[src/rtl/tdm_demux4.sv]
// tdm_demux4 -- 4-channel TDM demultiplexer with sof-based framing.
// Revision: 1.0
`default_nettype none

module tdm_demux4 #(
   parameter int W = 8
) (
   input  logic         clk,
   input  logic         rst,
   input  logic [W-1:0] din,
   input  logic         din_vld,
   input  logic         sof,
   input  logic         err_clr,
   output logic [W-1:0] q0,
   output logic [W-1:0] q1,
   output logic [W-1:0] q2,
   output logic [W-1:0] q3,
   output logic [3:0]   q_stb,
   output logic         frame_done,
   output logic         locked,
   output logic         sync_err
);

   typedef enum logic {
      HUNT   = 1'b0,
      LOCKED = 1'b1
   } state_t;

   state_t     state;
   logic [1:0] ch;

   // locked comes straight off the state flop, so it has no input path.
   assign locked = (state == LOCKED);

   always_ff @(posedge clk or posedge rst) begin
      if (rst) begin
         state      <= HUNT;
         ch         <= 2'd0;
         q0         <= '0;
         q1         <= '0;
         q2         <= '0;
         q3         <= '0;
         q_stb      <= 4'b0000;
         frame_done <= 1'b0;
         sync_err   <= 1'b0;
      end else begin
         q_stb      <= 4'b0000;
         frame_done <= 1'b0;
         // Clear first so that a same-cycle error set below takes priority.
         if (err_clr) begin
            sync_err <= 1'b0;
         end
         if (din_vld) begin
            case (state)
               HUNT: begin
                  if (sof) begin
                     q0    <= din;
                     q_stb <= 4'b0001;
                     ch    <= 2'd1;
                     state <= LOCKED;
                  end
               end
               LOCKED: begin
                  if (sof) begin
                     q0    <= din;
                     q_stb <= 4'b0001;
                     ch    <= 2'd1;
                     if (ch != 2'd0) begin
                        sync_err <= 1'b1;
                     end
                  end else if (ch == 2'd0) begin
                     sync_err <= 1'b1;
                     state    <= HUNT;
                  end else begin
                     case (ch)
                        2'd1:    q1 <= din;
                        2'd2:    q2 <= din;
                        default: q3 <= din;
                     endcase
                     q_stb <= 4'b0001 << ch;
                     ch    <= ch + 2'd1;
                     if (ch == 2'd3) begin
                        frame_done <= 1'b1;
                     end
                  end
               end
               default: state <= HUNT;
            endcase
         end
      end
   end

endmodule

`default_nettype wire

[config.mk]
export PLATFORM = sky130hd
export DESIGN_NAME = tdm_demux4
export DESIGN_NICKNAME = d
export VERILOG_FILES = /design/src/rtl/tdm_demux4.sv
export SDC_FILE = /design/constraint.sdc
export NUM_CORES = 1
export LEC_CHECK = 0
export CAP_MARGIN = 10
export CELL_PAD_IN_SITES_DETAIL_PLACEMENT = 0
export CELL_PAD_IN_SITES_GLOBAL_PLACEMENT = 1
export CORE_MARGIN = 8
export CORE_UTILIZATION = 25
export CTS_CLUSTER_SIZE = 12
export DETAILED_ROUTE_END_ITERATION = 8
export GPL_ROUTABILITY_DRIVEN = 0
export PLACE_DENSITY = 0.62
export SLEW_MARGIN = 20
export SYNTH_ARGS = -nofsm -noshare
export SYNTH_HDL_FRONTEND = slang
export SYNTH_SLANG_ARGS = --single-unit
export TNS_END_PERCENT = 1
[constraint.sdc]
create_clock -name clk -period 2.7 [get_ports clk]
set_input_delay 0.54 -clock clk [delete_from_list [all_inputs] [get_ports clk]]
set_output_delay 0.54 -clock clk [all_outputs]
set_load 0.1 [all_outputs]
Word-level counts from Yosys, hierarchy flattened --
Index checks and enable logic that the tools add are counted.
Word-level totals: input bits 13, register bits 41
Cells by class: shift-type cells 1, reduce and logical (&&, ||, !) cells 8, bitwise operators 4, $add $sub $neg 1, muxes and demuxes 25, equal/unequal tests 5
Operators by type and width (count):
- $mux 1 | 15
- $reduce_and 5->1 | 3
- $mux 4 | 3
- $mux 8 | 1
- $pmux 4 s2 | 1
- $mux 2 | 3
- $eq 2x2->1 const B | 2
- $not 1->1 | 4
- $pmux 2 s2 | 1
- $shl 1x2->4 const A | 1
- $ne 3x3->1 const B | 1
- $reduce_and 3->1 | 1
- $add 2x1->2 const B | 1
- $eq 2x1->1 const B | 1
- $logic_not 2->1 | 1
- $ne 2x2->1 const B | 1
- $pmux 1 s2 | 1
- $reduce_and 2->1 | 1
- $reduce_bool 2->1 | 1
- $reduce_or 2->1 | 1

Depth between registers and ports, before layout --
Gate-level depths: netlist of the first run.
depth in word-level cells 6, gate-level depth with buffers 6, gate-level depth less buffers 6

Worst setup path before layout of the first run --
No wires, ideal clock.
path type flip-flop to output port, from register frame_done (netlist name), to output port q_stb[3], arrival time 1.324 ns, cell stages (with the launch flop) 2, setup slack 0.836 ns, cells stage by stage dfrtp_1 > buf_4
RTL lines:
- end: declaration | line 18 | output logic [3:0] q_stb,

Final worst setup path of the first run --
from input port sof, to register q1[7]
Between the ends: cells in the longest elaborated chain, start to end 2
Ends and longest elaborated chain:
- start: declaration | line 12 | input logic sof,
- $not 1->1 (no line)
- $reduce_and 5->1 (no line)
- end signal: assignment | line 76 | 2'd1: q1 <= din;
- end: declaration | line 15 | output logic [W-1:0] q1,
Every way passes these cells. A chain may end at the register's enable or synchronous reset.

==> reports/results.txt, run 1 <==
status -> finished, final reports clean
syn_nets -> 129
Fill cells -> 631
postcts setup bufs -> 0
WL/cell -> 16.0 µm
Worst Reg-to-Reg Cells -> 6
skew final -> 0.00382 ns
die height -> 97.4 µm
post-synth top area cell -> dfrtp_1
reg2reg setup slack -> 0.86 ns
die area -> 9480 µm²
layout cells sized above 1 -> 52.4%
RSZ-0062 raised after global routing -> false
endpoints failing setup -> 0
CTS Root Cell -> clkbuf_8
CP Data Required Time -> 2.88 ns
Cell Area, Placed -> 2150 µm²
Final Cell Area -> 2270 µm²
Pre-Repair DR Iteration Count -> 4
Crit. End Element -> flip-flop
beginning of the worst hold path -> q2[2]
# resized after CTS -> 0
Avg Inst Size Synth -> 15.3 µm²
Multi-input gate area -> 598 µm²
via count -> 1053
Die X-Extent -> 97.4 µm
Seq/Total Area, Yosys -> 60.5%
crit path from -> sof
Cells after Synth -> 108
DRT iter0 DRCs -> 24
Ys Warns -> 0
Area contributors post-synth -> dfrtp_1 (60%), mux2_2 (22%), ha_1 (6.0%), inv_1 (1.8%), nand4_2 (1.5%)
FF-to-FF Start -> ch[0]
Worst Hold End -> q2[2]
vias in the first global route -> 1103
mapped cell area -> 1660 µm²
pin count of the biggest net entering global routing -> 41
Netlist cell types -> 20
fin crit share -> 71.0%
Max Freq -> 521 MHz
CTS Buf Count -> 5
HPWL after DPL -> 2910 µm
Clock Sink Count -> 40
Detailed Route WL -> 3850 µm
Vias/cell -> 4.37
Worst EP arrival -> 2.10 ns
hold crit path type -> flip-flop to flip-flop
initial antenna violation count -> 0
FF-to-FF End -> q1[7]
row count -> 29
I/O pin count -> 52
Placed Instances -> 234
clk_lat worst skew -> 0.29 ns
CTS clk-pin slew, worst paths -> 0.08 ns
CTS tree -> yes
WS Path Type -> input pin to flip-flop
cell depth of the worst hold path -> 1
register area -> 1000 µm²
Worst-Margin Slew -> 0.511 ns
Syn-to-layout area delta -> 37.4%
post-route ant nets -> 0
Worst setup SP type -> input pin
first-pass GRT wire length -> 6150 µm
H-Tree Depth -> 2
Global Route Usage Sum -> 8.38%
ant diodes -> 0
Clock Path Buffers -> 2
share of the synthesized area in the top cell type -> 60.5%
fin crit period -> 1.92 ns
Max-Cap Viols -> 0
Pins Over Slew Limit -> 0
DRC viols -> 0
GRT overflow -> 0
final std cells w/o fill -> 241
CP max FO -> 8
most frequent cells in the layout -> dfrtp_1 (40), buf_4 (40), mux2_2 (32)
slew margin rel. -> 65.9%
nets -> 185
Seq cells post-synth -> 40
Port Buffers -> 51
final setup TNS -> 0 ns
final hold vios -> 0
hold_buf cts -> 0
Core Area -> 6390 µm²
Initial Util -> 25.9%
-- Yosys cell counts --
cell type / count
dfrtp_1: 40
mux2_2: 32
ha_1: 8
inv_1: 8
and3_2: 2
buf_4: 2
nand4_2: 2
o21ai_0: 2
a21oi_1: 1
a311oi_1: 1
a31oi_1: 1
a32o_1: 1
buf_6: 1
nand2_2: 1
nand3_1: 1
nand3_4: 1
nor2_1: 1
nor2b_1: 1
nor2b_4: 1
nor3_1: 1
-- cell type report --
cell class,count,area share [%]
Clock buffer,5,3.03
Tap cell,77,4.24
Multi-Input combinational cell,57,26.3
Inverter,8,1.32
Sequential cell,40,44.0
Timing Repair Buffer,52,18.5
Clock inverter,2,2.64
-- stage by stage --
stage | hold slack, ns | utilization [%] | setup WS, ns
finish | 0.509 | 35.6 | 0.782
global route | 0.523 | 35.6 | 0.698
CTS | 0.516 | 35.6 | 0.776
detailed placement | 0.497 | 33.6 | 0.460
global placement | 0.489 | 33.6 | 0.486
floorplan | 0.539 | - | 0.836
-- routing by layer --
metal	GRT usage, %	routed length, µm	vias up
met4	4.55	74	0
met1	9.34	1650	526
li1	-	-	489
met5	0	0	-
met3	3.34	220	6
met2	13.3	1900	32
-- critical path, cell delays in order --
cell and delay (ns):
clkdlybuf4s50_1 0.62, inv_1 0.10, ha_1 0.24, nand4_2 0.21
mux2_2 0.38
-- logic make-up (layout without fill, tap and decap cells) --
family          after synthesis  after routing  synth area share (%)
simple gates                 11             11                  5.89
mux                          32             32                  21.8
flops                        40             40                  60.5
fa+ha+maj                     8              8                  6.05
compound gates                6              6                  2.42
buf+inv                      11             67                  3.40
-- how the worst max path moves through the flow --
| stage | depth (start not counted) | slack, ns | end |
|---|---|---|---|
| after floorplan | 1 | 0.84 | q_stb[3] |
| after global placement | 5 | 0.49 | q1[6] |
| after detailed placement | 5 | 0.46 | q1[4] |
| after CTS | 5 | 0.78 | q1[7] |
| after global routing | 5 | 0.70 | q1[3] |
| final | 5 | 0.78 | q1[7] |
-- state kept, by name, indices dropped and copies added, names as in the netlist --
| name | cells |
|---|---|
| ch | 2 |
| frame_done | 1 |
| locked | 1 |
| q0 | 8 |
| q1 | 8 |
| q2 | 8 |
| q3 | 8 |
| q_stb | 3 |
| sync_err | 1 |
Power of run 1 is left out: the tool's default activity adds up to more than one toggle a clock period on the data nets, which glitch-free logic cannot reach.
==> inputs of run 2 (changes only) <==
Settings changed: PLACE_DENSITY 0.62 to 0.64.
Clock period 2.7 ns to 1.6 ns, I/O delays scaled along.
==> run 2 against run 1 <==
First-iteration DRC count up 33%. Wire length grew 13%. Critical path depth grew 1. Utilization rose by 9.0 points. Sequential share of layout area fell by 8.9 points. Non-clock buffer count rose by 9.
==> reports/results.txt, run 2 (synthesis results as in run 1) <==
DRT iter0 DRCs -> 32 (was 24)
skew final -> 0.00846 ns (was 0.00382 ns)
fin crit share -> 95.7%
Max Freq -> 653 MHz
Cell Area, Placed -> 2720 µm² (was 2150 µm²)
row count -> 29 (unchanged)
Worst path top cell family by delay -> flip-flops (was buffers and inverters)
RSZ-0062 raised after global routing -> false (unchanged)
Die X-Extent -> 97.4 µm (unchanged)
Max-Cap Viols -> 0 (unchanged)
Worst setup SP type -> flip-flop (was input pin)
layout cells sized above 1 -> 58.0% (was 52.4%)
Vias/cell -> 4.31 (was 4.37)
hold_buf cts -> 0 (unchanged)
pin count of the biggest net entering global routing -> 35 (was 41)
via count -> 1083 (was 1053)
ant diodes -> 0 (unchanged)
Core Area -> 6390 µm² (unchanged)
Port Buffers -> 51 (unchanged)
postcts setup bufs -> 0 (unchanged)
hold crit path type -> input pin to asynchronous set/reset pin (was flip-flop to flip-flop)
leading cell type in the layout, fill and taps excluded -> buf_12
HPWL after DPL -> 3390 µm (was 2910 µm)
Syn-to-layout area delta -> 72.3% (was 37.4%)
nets -> 194 (was 185)
Worst-Margin Slew -> 0.396 ns (was 0.511 ns)
post-route ant nets -> 0 (unchanged)
CTS Buf Count -> 5 (unchanged)
most frequent cells in the layout -> buf_12 (40), dfrtp_1 (39), mux2_2 (31) (was dfrtp_1 (40), buf_4 (40), mux2_2 (32))
Slowest Stage Delay on Critical Path -> 0.39 ns (was 0.62 ns)
Worst Path Buf+Inv -> 2 (unchanged)
CP max stage cell -> dfrtp_1 (was clkdlybuf4s50_1)
first-pass GRT wire length -> 7130 µm (was 6150 µm)
Clock Sink Count -> 40 (unchanged)
GRT overflow -> 0 (unchanged)
WL/cell -> 17.3 µm (was 16.0 µm)
Global Route Usage Sum -> 9.58% (was 8.38%)
CTS Root Cell -> clkbuf_8 (unchanged)
die area -> 9480 µm² (unchanged)
Clock Path Buffers -> 2 (unchanged)
DRC viols -> 0 (unchanged)
slew margin rel. -> 73.5% (was 65.9%)
CTS tree -> yes (unchanged)
fin crit period -> 1.53 ns
final std cells w/o fill -> 251 (was 241)
Crit. End Element -> flip-flop (unchanged)
initial antenna violation count -> 0 (unchanged)
H-Tree Depth -> 2 (unchanged)
register area -> 1000 µm² (about the same)
die height -> 97.4 µm (unchanged)
vias in the first global route -> 1262 (was 1103)
Fill cells -> 562 (was 631)
status -> finished, final reports clean (unchanged)
CTS clk-pin slew, worst paths -> 0.07 ns (was 0.08 ns)
Detailed Route WL -> 4350 µm (was 3850 µm)
Pre-Repair DR Iteration Count -> 4 (unchanged)
endpoints failing setup -> 0 (unchanged)
Final Cell Area -> 2850 µm² (was 2270 µm²)
CP Data Required Time -> 1.78 ns (was 2.88 ns)
final hold vios -> 0 (unchanged)
Initial Util -> 25.9% (unchanged)
Multi-input gate area -> 634 µm² (was 598 µm²)
worst path cell trace -> inv_2, ha_2, inv_2, ha_4, nand4_4, mux2_4 (was clkdlybuf4s50_1, inv_1, ha_1, nand4_2, mux2_2)
Worst EP arrival -> 1.71 ns (was 2.10 ns)
WS Path Type -> flip-flop to flip-flop (was input pin to flip-flop)
I/O pin count -> 52 (unchanged)
CP max FO -> 8 (unchanged)
Placed Instances -> 243 (was 234)
Pins Over Slew Limit -> 0 (unchanged)
crit-path most repeated cell -> inv_2
clk_lat worst skew -> 0.29 ns (about the same)
[run 2: worst paths after layout]
check / from / end / slack [ns] / depth (start not counted)
worst max-delay path: ch[1] / q1[0] / 0.07 / 6
worst min-delay path: rst / ch[1] / 0.30 / 2
worst max register to register: ch[1] / q1[0] / 0.07 / 6
worst min register to register: q3[4] / q3[4] / 0.57 / 1
max in group asynchronous: rst / q1[1] / 0.81 / 3
min in group clk: q3[4] / q3[4] / 0.57 / 1
[run 2: routing by layer]
layer  share of wire [%]  up-vias  GRT usage (%)
met2                  56       29           17.1
met5                   0        -              0
met1                  36      537           9.60
met3                 6.0        9           3.70
li1                    -      508              -
met4                 2.4        0           4.20
[run 2: cell type report]
type                            count  share of cell area (%)
Sequential cell                    40                    35.1
Clock buffer                        6                    2.90
Timing Repair Buffer               61                    34.8
Clock inverter                      2                   0.527
Multi-Input combinational cell     57                    22.2
Inverter                            8                    1.05
Tap cell                           77                    3.38
[run 2: through the flow]
step	hold slack (ns)	utilization (%)	setup slack, ns	setup TNS [ns]
3_5_place_dp	0.560	42.5	-0.381	-8.80
2_1_floorplan	0.416	-	-0.0440	-0.0440
6_report	0.305	44.7	0.0683	0
4_1_cts	0.310	44.6	0.000754	0
5_1_grt	0.311	44.7	0.00225	0
3_3_place_gp	0.554	42.5	-0.294	-6.75
[run 2: what timing repair did]
item                       in CTS  in global routing
gates resized for setup         8                  1
pin swaps                       1                  1
setup endpoints to repair      16                 14
Power of run 2 is left out for the same reason.
